===== config.mk =====
export PLATFORM = sky130hd
export DESIGN_NAME = pipe_hazard_ctrl
export DESIGN_NICKNAME = d
export VERILOG_FILES = /design/src/rtl/pipe_hazard_ctrl_pkg.sv /design/src/rtl/pipe_hazard_ctrl_load_use_detect.sv /design/src/rtl/pipe_hazard_ctrl.sv
export SDC_FILE = /design/constraint.sdc
export NUM_CORES = 1
export LEC_CHECK = 0
export CELL_PAD_IN_SITES_DETAIL_PLACEMENT = 1
export CELL_PAD_IN_SITES_GLOBAL_PLACEMENT = 1
export CORE_MARGIN = 8
export CORE_UTILIZATION = 31
export CTS_CLUSTER_DIAMETER = 40
export DETAILED_ROUTE_END_ITERATION = 10
export GPL_TIMING_DRIVEN = 0
export PLACE_DENSITY = 0.84
export SKIP_LAST_GASP = 1
export SLEW_MARGIN = 20
export SYNTH_ARGS = -nofsm -noshare
export SYNTH_HDL_FRONTEND = slang
export SYNTH_SLANG_ARGS = --single-unit

===== constraint.sdc =====
create_clock -name clk -period 4.6 [get_ports clk]
set_input_delay 0.92 -clock clk [delete_from_list [all_inputs] [get_ports clk]]
set_output_delay 0.92 -clock clk [all_outputs]
set_load 0.01 [all_outputs]

===== src/rtl/pipe_hazard_ctrl_pkg.sv =====
// pipe_hazard_ctrl_pkg: shared FSM state type and register-index width for the hazard controller
package pipe_hazard_ctrl_pkg;
  localparam int REG_ADDR_BITS = 5;
  typedef enum logic [1:0] {RUN, MEM_WAIT, ERR} phc_state_t;
endpackage


===== src/rtl/pipe_hazard_ctrl_load_use_detect.sv =====
// pipe_hazard_ctrl_load_use_detect: flags a load in EX whose non-x0 destination feeds either ID source
import pipe_hazard_ctrl_pkg::*;
module pipe_hazard_ctrl_load_use_detect #(
  parameter int W = REG_ADDR_BITS
) (
  input  logic [W-1:0] ex_rd,
  input  logic [W-1:0] id_rs1,
  input  logic [W-1:0] id_rs2,
  input  logic         ex_mem_read,
  output logic         load_use
);
  assign load_use = ex_mem_read && ex_rd != '0 && (ex_rd == id_rs1 || ex_rd == id_rs2);
endmodule


===== src/rtl/pipe_hazard_ctrl.sv =====
// pipe_hazard_ctrl: stall/flush sequencer for IF_ID/ID_EX/EX_MEM/MEM_WB with data-memory wait timeout; HAZARD_PERF_EN adds stall_cnt/flush_cnt
import pipe_hazard_ctrl_pkg::*;
module pipe_hazard_ctrl #(
  parameter int REG_ADDR_W  = REG_ADDR_BITS,
  parameter int MEM_TIMEOUT = 255
) (
  input  logic                  clk,
  input  logic                  rst,
  input  logic [REG_ADDR_W-1:0] id_rs1,
  input  logic [REG_ADDR_W-1:0] id_rs2,
  input  logic [REG_ADDR_W-1:0] ex_rd,
  input  logic                  ex_mem_read,
  input  logic                  ex_branch_taken,
  input  logic                  mem_access,
  input  logic                  dm_ready,
  output logic                  dm_req,
  output logic                  pc_en,
  output logic                  if_id_en,
  output logic                  if_id_flush,
  output logic                  id_ex_en,
  output logic                  id_ex_flush,
  output logic                  ex_mem_en,
  output logic                  mem_wb_en,
  output logic                  mem_wb_flush,
  output logic                  mem_err
`ifdef HAZARD_PERF_EN
  ,
  output logic [31:0]           stall_cnt,
  output logic [31:0]           flush_cnt
`endif
);
  localparam int CW = $clog2(MEM_TIMEOUT + 1);
  phc_state_t    state, state_nx;
  logic [CW-1:0] wait_cnt, cnt_nx;
  logic [4:0]    en;
  logic [2:0]    fl;
  logic          load_use;
  pipe_hazard_ctrl_load_use_detect #(.W(REG_ADDR_W)) u_lud (
    .ex_rd       (ex_rd),
    .id_rs1      (id_rs1),
    .id_rs2      (id_rs2),
    .ex_mem_read (ex_mem_read),
    .load_use    (load_use)
  );
  assign {pc_en, if_id_en, id_ex_en, ex_mem_en, mem_wb_en} = en;
  assign {if_id_flush, id_ex_flush, mem_wb_flush} = fl;
  assign mem_err = state == ERR;
  always_comb begin
    en       = '0;
    fl       = 3'b111;
    dm_req   = 1'b0;
    state_nx = state;
    cnt_nx   = wait_cnt;
    if (!rst)
      unique case (state)
        RUN: begin
          dm_req = mem_access;
          if (mem_access && !dm_ready) begin
            en       = '0;
            fl       = 3'b001;
            state_nx = MEM_WAIT;
            cnt_nx   = CW'(1);
          end else if (ex_branch_taken) begin
            en = '1;
            fl = 3'b110;
          end else if (load_use) begin
            en = 5'b00111;
            fl = 3'b010;
          end else begin
            en = '1;
            fl = '0;
          end
        end
        MEM_WAIT: begin
          dm_req   = 1'b1;
          en       = {5{dm_ready}};
          fl       = {2'b00, !dm_ready};
          state_nx = dm_ready ? RUN : wait_cnt == CW'(MEM_TIMEOUT) ? ERR : MEM_WAIT;
          cnt_nx   = dm_ready ? '0 : wait_cnt + CW'(wait_cnt != '1);
        end
        default: begin
          en       = '0;
          fl       = 3'b001;
          state_nx = ERR;
        end
      endcase
  end
  always_ff @(posedge clk) begin
    if (rst) begin
      state    <= RUN;
      wait_cnt <= '0;
    end else begin
      state    <= state_nx;
      wait_cnt <= cnt_nx;
    end
  end
`ifdef HAZARD_PERF_EN
  always_ff @(posedge clk) begin
    if (rst) begin
      stall_cnt <= '0;
      flush_cnt <= '0;
    end else begin
      stall_cnt <= stall_cnt + 32'(!pc_en);
      flush_cnt <= flush_cnt + 32'(if_id_flush && state == RUN);
    end
  end
`endif
endmodule

==> impl_metrics.env, run 1 <==
export IMPL_outcome="complete, no violations"
export IMPL_p_clk_share_pct=34.2
export IMPL_worst_slew_pin_slew_ps=700
export IMPL_power_total_uw=244
export IMPL_num_io_pins=31
export IMPL_clk_transition_reported_paths_ps=70
export IMPL_fin_crit_ps=3890
export IMPL_synth_top_area_share_pct=26.8
export IMPL_grt_pass1_wl_mm=4.24
export IMPL_cts_root_buf="clkbuf_4"
export IMPL_internal_power_uw=176
export IMPL_slew_viol_final=0
export IMPL_worstPathMaxFanout=3
export IMPL_overflow=0
export IMPL_worst_ep_arrival_time_ps=2970
export IMPL_fp_dieW_um=65.1
export IMPL_synthTopCellsByArea="dfxtp_1 27%, xor2_1 12%, nor3_1 6.0%, nor2_1 6.0%, a21oi_1 4.7%"
export IMPL_synthCells=99
export IMPL_synth_area_per_cell_um2=7.55
export IMPL_p_leak_uw=0.000404
export IMPL_synth_distinct_cells=31
export IMPL_htree_levels=1
export IMPL_regToRegEndpoint="wait_cnt[6]$_SDFFE_PP0P_"
export IMPL_min_delay_start="wait_cnt[7]$_SDFFE_PP0P_"
export IMPL_combPwrFrac_pct=29.2
export IMPL_vias_per_cell=5.34
export IMPL_post_route_drc_count=0
export IMPL_cts_buffers=3
export IMPL_setup_tns_ps=0
export IMPL_final_setup_skew_ps=4.62
export IMPL_nets=157
export IMPL_vias=860
export IMPL_synth_ff_type="dfxtp_1"
export IMPL_reg2reg_depth=8
export IMPL_area_growth_pct=49.7
export IMPL_synth_seq_cells=10
export IMPL_hold_depth=1
export IMPL_grt_usage_pct=12.8
export IMPL_ant_nets=0
export IMPL_hold_buffers=0
export IMPL_dp_hpwl_mm=2.12
export IMPL_syn_num_nets=122
export IMPL_timing_final_crit_share_pct=84.5
export IMPL_dieHeight_um=65.1
export IMPL_r2r_start="wait_cnt[2]$_SDFFE_PP0P_"
export IMPL_fmax_mhz=257
export IMPL_design_core_area_mm2=0.00225
export IMPL_async_flop_share_pct=0
export IMPL_hold_viol=0
export IMPL_reg2reg_slack_ps=2510
export IMPL_multiInputGateArea_um2=489
export IMPL_ir_drop_mv=0.167
export IMPL_antenna_found_initial=0
export IMPL_drt_iter0_markers=31
export IMPL_power_switching_uw=67.9
export IMPL_grt_pass1_vias=882
export IMPL_p_sw_share_pct=27.8
export IMPL_ctsResizeCount=0
export IMPL_ys_warn_count=0
export IMPL_synth_seq_area_share_pct=26.8
export IMPL_cts_setup_buffers=0
export IMPL_wl_per_cell_um=16.2
export IMPL_fillers=291
export IMPL_drive_gt1_share_pct=7.52
export IMPL_setup_viol=0
export IMPL_min_to="wait_cnt[7]$_SDFFE_PP0P_"
export IMPL_clock_path_buffers=2
export IMPL_initial_core_util_pct=33.1
export IMPL_cp_required_ps=3680
export IMPL_crit_type="input port to primary output"
export IMPL_endpoint_kind="primary output"
export IMPL_diodes=0
export IMPL_register_area_um2=200
export IMPL_cts_tree="done"
export IMPL_cap_violations=0
export IMPL_pwr_share_seq_pct=36.6
export IMPL_rows=17
export IMPL_rsz0062_at_grt="no"
export IMPL_grt_max_degree=11
export IMPL_dr_pass1_iters=4
export IMPL_syn_area_um2=747
export IMPL_portBuffers=30
export IMPL_fp_dieArea_mm2=0.00424
export IMPL_totalWireLength_mm=2.60
export IMPL_start_kind="input port"
export IMPL_synth_edff_count=0
export IMPL_cts_sinks=10
export IMPL_power_density_mw_per_mm2=218
export IMPL_insertion_delay_ps=280
export IMPL_gp_congestion=0.783
export IMPL_hold_path_class="register to register"
export IMPL_synth_area_leader_cell="dfxtp_1"
export IMPL_slew_headroom_pct=53.0
state kept, by name, summed over array words and instances, names as in the netlist:
name      count
state         2
wait_cnt      8
through the flow:
step           setup slack (ps)  hold slack, ps  area, um2  util (%)  std cells
6_report                    715             493       1120      49.6        161
5_1_grt                     599             531       1120      49.6        161
4_1_cts                     696             492       1120      49.6        161
3_5_place_dp                684             485       1080      48.0        157
3_3_place_gp                709             465       1080      48.0        157
2_1_floorplan              1720             448        747         -         99
cell families after synthesis:
group,after synthesis,synth area share [%]
adders and majority gates,2,3.35
and+or+nand+nor,39,25.8
AOI/OAI and AO/OA,27,24.6
xor gates and xnor gates,10,11.7
DFF,10,26.8
buffers and inverters,11,7.70
Yosys cell counts (2+ instances only):
| cell type | count |
|---|---|
| xor2_1 | 10 |
| or4_1 | 2 |
| ha_1 | 2 |
| a21oi_1 | 7 |
| buf_4 | 4 |
| nand2_1 | 5 |
| nor3_1 | 9 |
| dfxtp_1 | 10 |
| o21ai_0 | 5 |
| a311oi_1 | 3 |
| nor2_1 | 12 |
| nand3_1 | 4 |
| o21bai_1 | 2 |
| clkbuf_1 | 2 |
| inv_1 | 4 |
| a211oi_1 | 2 |
| a22oi_1 | 2 |
area by class of cell:
type / count / share of cell area [%]
buffer: 7 / 3.80
clock buffer: 4 / 3.24
inverter: 4 / 1.34
multi-input combinational: 78 / 43.7
sequential: 10 / 17.9
tap: 28 / 3.13
timing repair buffer: 30 / 26.8
critical path, stage by stage:
cell and delay, ps:
clkdlybuf4s50_1 460, or4_1 550, o21ai_0 210, o41a_1 190, buf_4 100, clkdlybuf4s50_1 530
power by group through the flow:
stage | Combinational [uW] | Clock [uW] | Sequential, uW
6_report | 71.3 | 83.6 | 89.3
4_1_cts | 72.0 | 85.7 | 89.3
5_1_grt | 77.1 | 92.0 | 89.5
2_1_floorplan | 32.1 | 0 | 91.0
3_5_place_dp | 71.5 | 0 | 91.4
3_3_place_gp | 69.3 | 0 | 91.3
worst max path at each step:
| stage | from | depth (start not counted) | end | slack (ps) |
|---|---|---|---|---|
| after floorplan | ex_rd[3] | 5 | pc_en | 1720 |
| after global placement | ex_rd[1] | 6 | pc_en | 710 |
| after detailed placement | ex_rd[1] | 6 | pc_en | 680 |
| after CTS | ex_rd[1] | 6 | pc_en | 700 |
| after global routing | ex_rd[1] | 6 | pc_en | 600 |
| final | ex_rd[1] | 6 | pc_en | 710 |
per-layer routing:
layer | GRT usage (%) | routed length (um)
met1 | 14.5 | 1170
met2 | 22.6 | 1350
met3 | 3.95 | 74
met4 | 3.27 | 14
met5 | 0 | 0
layout by cell type, fill, tap and decap left out:
master	n
or3b_1	1
o21ba_2	1
a311oi_1	3
inv_1	4
a22oi_1	2
a21o_1	1
a211oi_1	2
clkbuf_4	3
or4_1	2
buf_4	4
nand3_1	4
nor3_1	9
clkbuf_8	1
nor2_1	12
and2_1	1
ha_1	2
clkbuf_1	2
dfxtp_1	10
nand3b_1	1
nand2_1	5
o21ba_1	1
xor2_1	10
or3_1	1
o21ai_0	5
nand4_1	1
a21oi_1	7
a31oi_1	1
o31ai_1	1
clkdlybuf4s50_1	30
buf_2	1
nor2b_1	1
o21bai_1	2
and2b_1	1
o41a_1	1
Power figures use the tool's default switching activity.
==> run 2, diff against run 1 <==
- CORE_UTILIZATION: 31 -> 26
- PLACE_DENSITY: 0.84 -> 0.75
- clock period: 4.6 -> 3.5 ns (I/O delays scaled with it)
==> run 2 against run 1 <==
Net effect:
- die area up 14%
- non-clock buffer count unchanged
- clock power down 8.1%
- global-route usage down 3.6 points
- critical path type unchanged
- highest routed layer unchanged
==> impl_metrics.env, run 2 (same netlist as run 1, synthesis figures left out) <==
export IMPL_dieHeight_um=69.6
export IMPL_cts_root_buf="clkbuf_4"
export IMPL_design_core_area_mm2=0.00273
export IMPL_grt_pass1_wl_mm=3.87
export IMPL_grt_pass1_vias=827
export IMPL_power_density_mw_per_mm2=257
export IMPL_rsz0062_at_grt="no"
export IMPL_slew_viol_final=0
export IMPL_dr_pass1_iters=4
export IMPL_r2r_start="wait_cnt[2]$_SDFFE_PP0P_"
export IMPL_dp_hpwl_mm=1.90
export IMPL_cts_sinks=10
export IMPL_post_route_drc_count=0
export IMPL_cap_violations=0
export IMPL_htree_levels=1
export IMPL_setup_tns_ps=0
export IMPL_grt_max_degree=11
export IMPL_nets=157
export IMPL_area_growth_pct=49.1
export IMPL_worst_ep_arrival_time_ps=2710
export IMPL_crit_type="input port to primary output"
export IMPL_fp_dieW_um=69.6
export IMPL_stdcell_area_mm2=0.00111
export IMPL_drive_gt1_share_pct=6.82
export IMPL_vias=850
export IMPL_overflow=0
export IMPL_cts_setup_buffers=0
export IMPL_drt_iter0_markers=48
export IMPL_layout_commonest_cell="clkdlybuf4s50_1"
export IMPL_ir_drop_mv=0.205
export IMPL_insertion_delay_ps=260
export IMPL_fmax_mhz=293
export IMPL_hold_viol=0
export IMPL_cts_buffers=3
export IMPL_endpoint_kind="primary output"
export IMPL_diodes=0
export IMPL_cp_required_ps=2800
export IMPL_num_io_pins=31
export IMPL_gp_congestion=0.773
export IMPL_cts_tree="done"
export IMPL_worst_slew_pin_slew_ps=660
export IMPL_crit_chain="clkdlybuf4s50_1 -> xor2_1 -> nor3_1 -> a22oi_1 -> o41a_1 -> buf_4 -> clkdlybuf4s50_1"
export IMPL_wl_per_cell_um=14.5
export IMPL_ant_nets=0
export IMPL_reg2reg_slack_ps=1550
export IMPL_cp_slowest_cell="clkdlybuf4s50_1"
export IMPL_hold_path_class="register to register"
export IMPL_cp_startpoint="ex_rd[2]"
export IMPL_grt_usage_pct=9.20
export IMPL_totalWireLength_mm=2.36
export IMPL_fillers=348
export IMPL_final_setup_skew_ps=3.57
export IMPL_fp_dieArea_mm2=0.00484
export IMPL_setup_viol=0
export IMPL_initial_core_util_pct=27.3
export IMPL_fin_crit_ps=3410
export IMPL_clock_path_buffers=2
export IMPL_rows=19
export IMPL_p_leak_uw=0.000415
export IMPL_reg_top3="wait_cnt: 8 flops, state: 2 flops"
export IMPL_start_kind="input port"
export IMPL_min_delay_start="wait_cnt[7]$_SDFFE_PP0P_"
export IMPL_worstPathMaxFanout=3
export IMPL_vias_per_cell=5.21
export IMPL_portBuffers=30
export IMPL_timing_final_crit_share_pct=97.6
export IMPL_clk_transition_reported_paths_ps=60
export IMPL_slew_headroom_pct=55.6
export IMPL_cpPeakStageDelay_ps=470
export IMPL_antenna_found_initial=0
export IMPL_placed_area_mm2=0.00109
export IMPL_largest_reg_flops=8
export IMPL_layout_common_cells="28 x clkdlybuf4s50_1, 12 x nor2_1, 10 x xor2_1, 10 x dfxtp_1, 9 x nor3_1"
export IMPL_cpMostUsedCell="clkdlybuf4s50_1"
export IMPL_outcome="complete, no violations"
export IMPL_regMostFlops="wait_cnt"
run 2: cell count changes in the layout (fill, tap and decap cells not counted):
cell / before / now
dlymetal6s2s_1: 0 / 2
o21ai_0: 5 / 4
clkbuf_8: 1 / 0
o21ai_1: 0 / 1
clkdlybuf4s50_1: 30 / 28
run 2: where the power goes:
group | internal (uW) | switching, uW | leakage [uW]
Clock | 39.6 | 37.1 | 0.0000138
Combinational | 52.2 | 40.3 | 0.000321
Sequential | 116 | 1.47 | 0.0000810
run 2: final timing paths:
kind,end,depth (start not counted)
max,pc_en,7
min,wait_cnt[7]$_SDFFE_PP0P_,1
max reg2reg,wait_cnt[6]$_SDFFE_PP0P_,8
min reg2reg,wait_cnt[7]$_SDFFE_PP0P_,1
run 2: metrics by stage:
stage               instances  hold WS [ps]  util [%]  total power (uW)  worst slack (ps)
finish                    163           481      40.7               287              85.2
global route              163           493      40.7               305              23.0
CTS                       163           481      40.5               292              11.9
detailed placement        160           472      39.7               213              16.4
global placement          160           462      39.7               211              41.4
floorplan                  99           448         -               162              1060
run 2: per-layer routing:
layer  vias to the layer above  global-route usage (%)  wire, um
met3                         2                    2.29        93
met1                       413                    10.1      1010
met4                         0                    2.05        21
li1                        419                       -         -
met2                        16                    17.1      1230
met5                         -                       0         0
run 2: layout make-up:
| class | count | area [um2] | share of cell area, % |
|---|---|---|---|
| plain buffers | 7 | 42.5 | 3.82 |
| inverters | 4 | 15.0 | 1.35 |
| clock buffers | 3 | 22.5 | 2.02 |
| well taps | 31 | 38.8 | 3.48 |
| repair buffers | 30 | 305 | 27.4 |
| flip-flops and latches | 10 | 200 | 18.0 |
| multi-input cells | 78 | 489 | 43.9 |
run 2: timing repair:
action                                  in CTS  in global routing
hold buffers                                 0                  0
resized for setup                            0                  3
endpoints found under the hold margin        0                  0
endpoints found under the setup margin       0                  1
run 2: critical path, delay by kind of cell:
family / cells / cell delay [ps]
AND/OR/NAND/NOR: 1 / 200
XOR/XNOR: 1 / 180
buffers and inverters: 3 / 1080
AO/OA/AOI/OAI: 2 / 560
==> run 3, diff against run 2 <==
- CTS_CLUSTER_SIZE: unset -> 28
==> results of run 3 <==
Same layout as run 2: the final DEF is identical, and so are final timing and power.
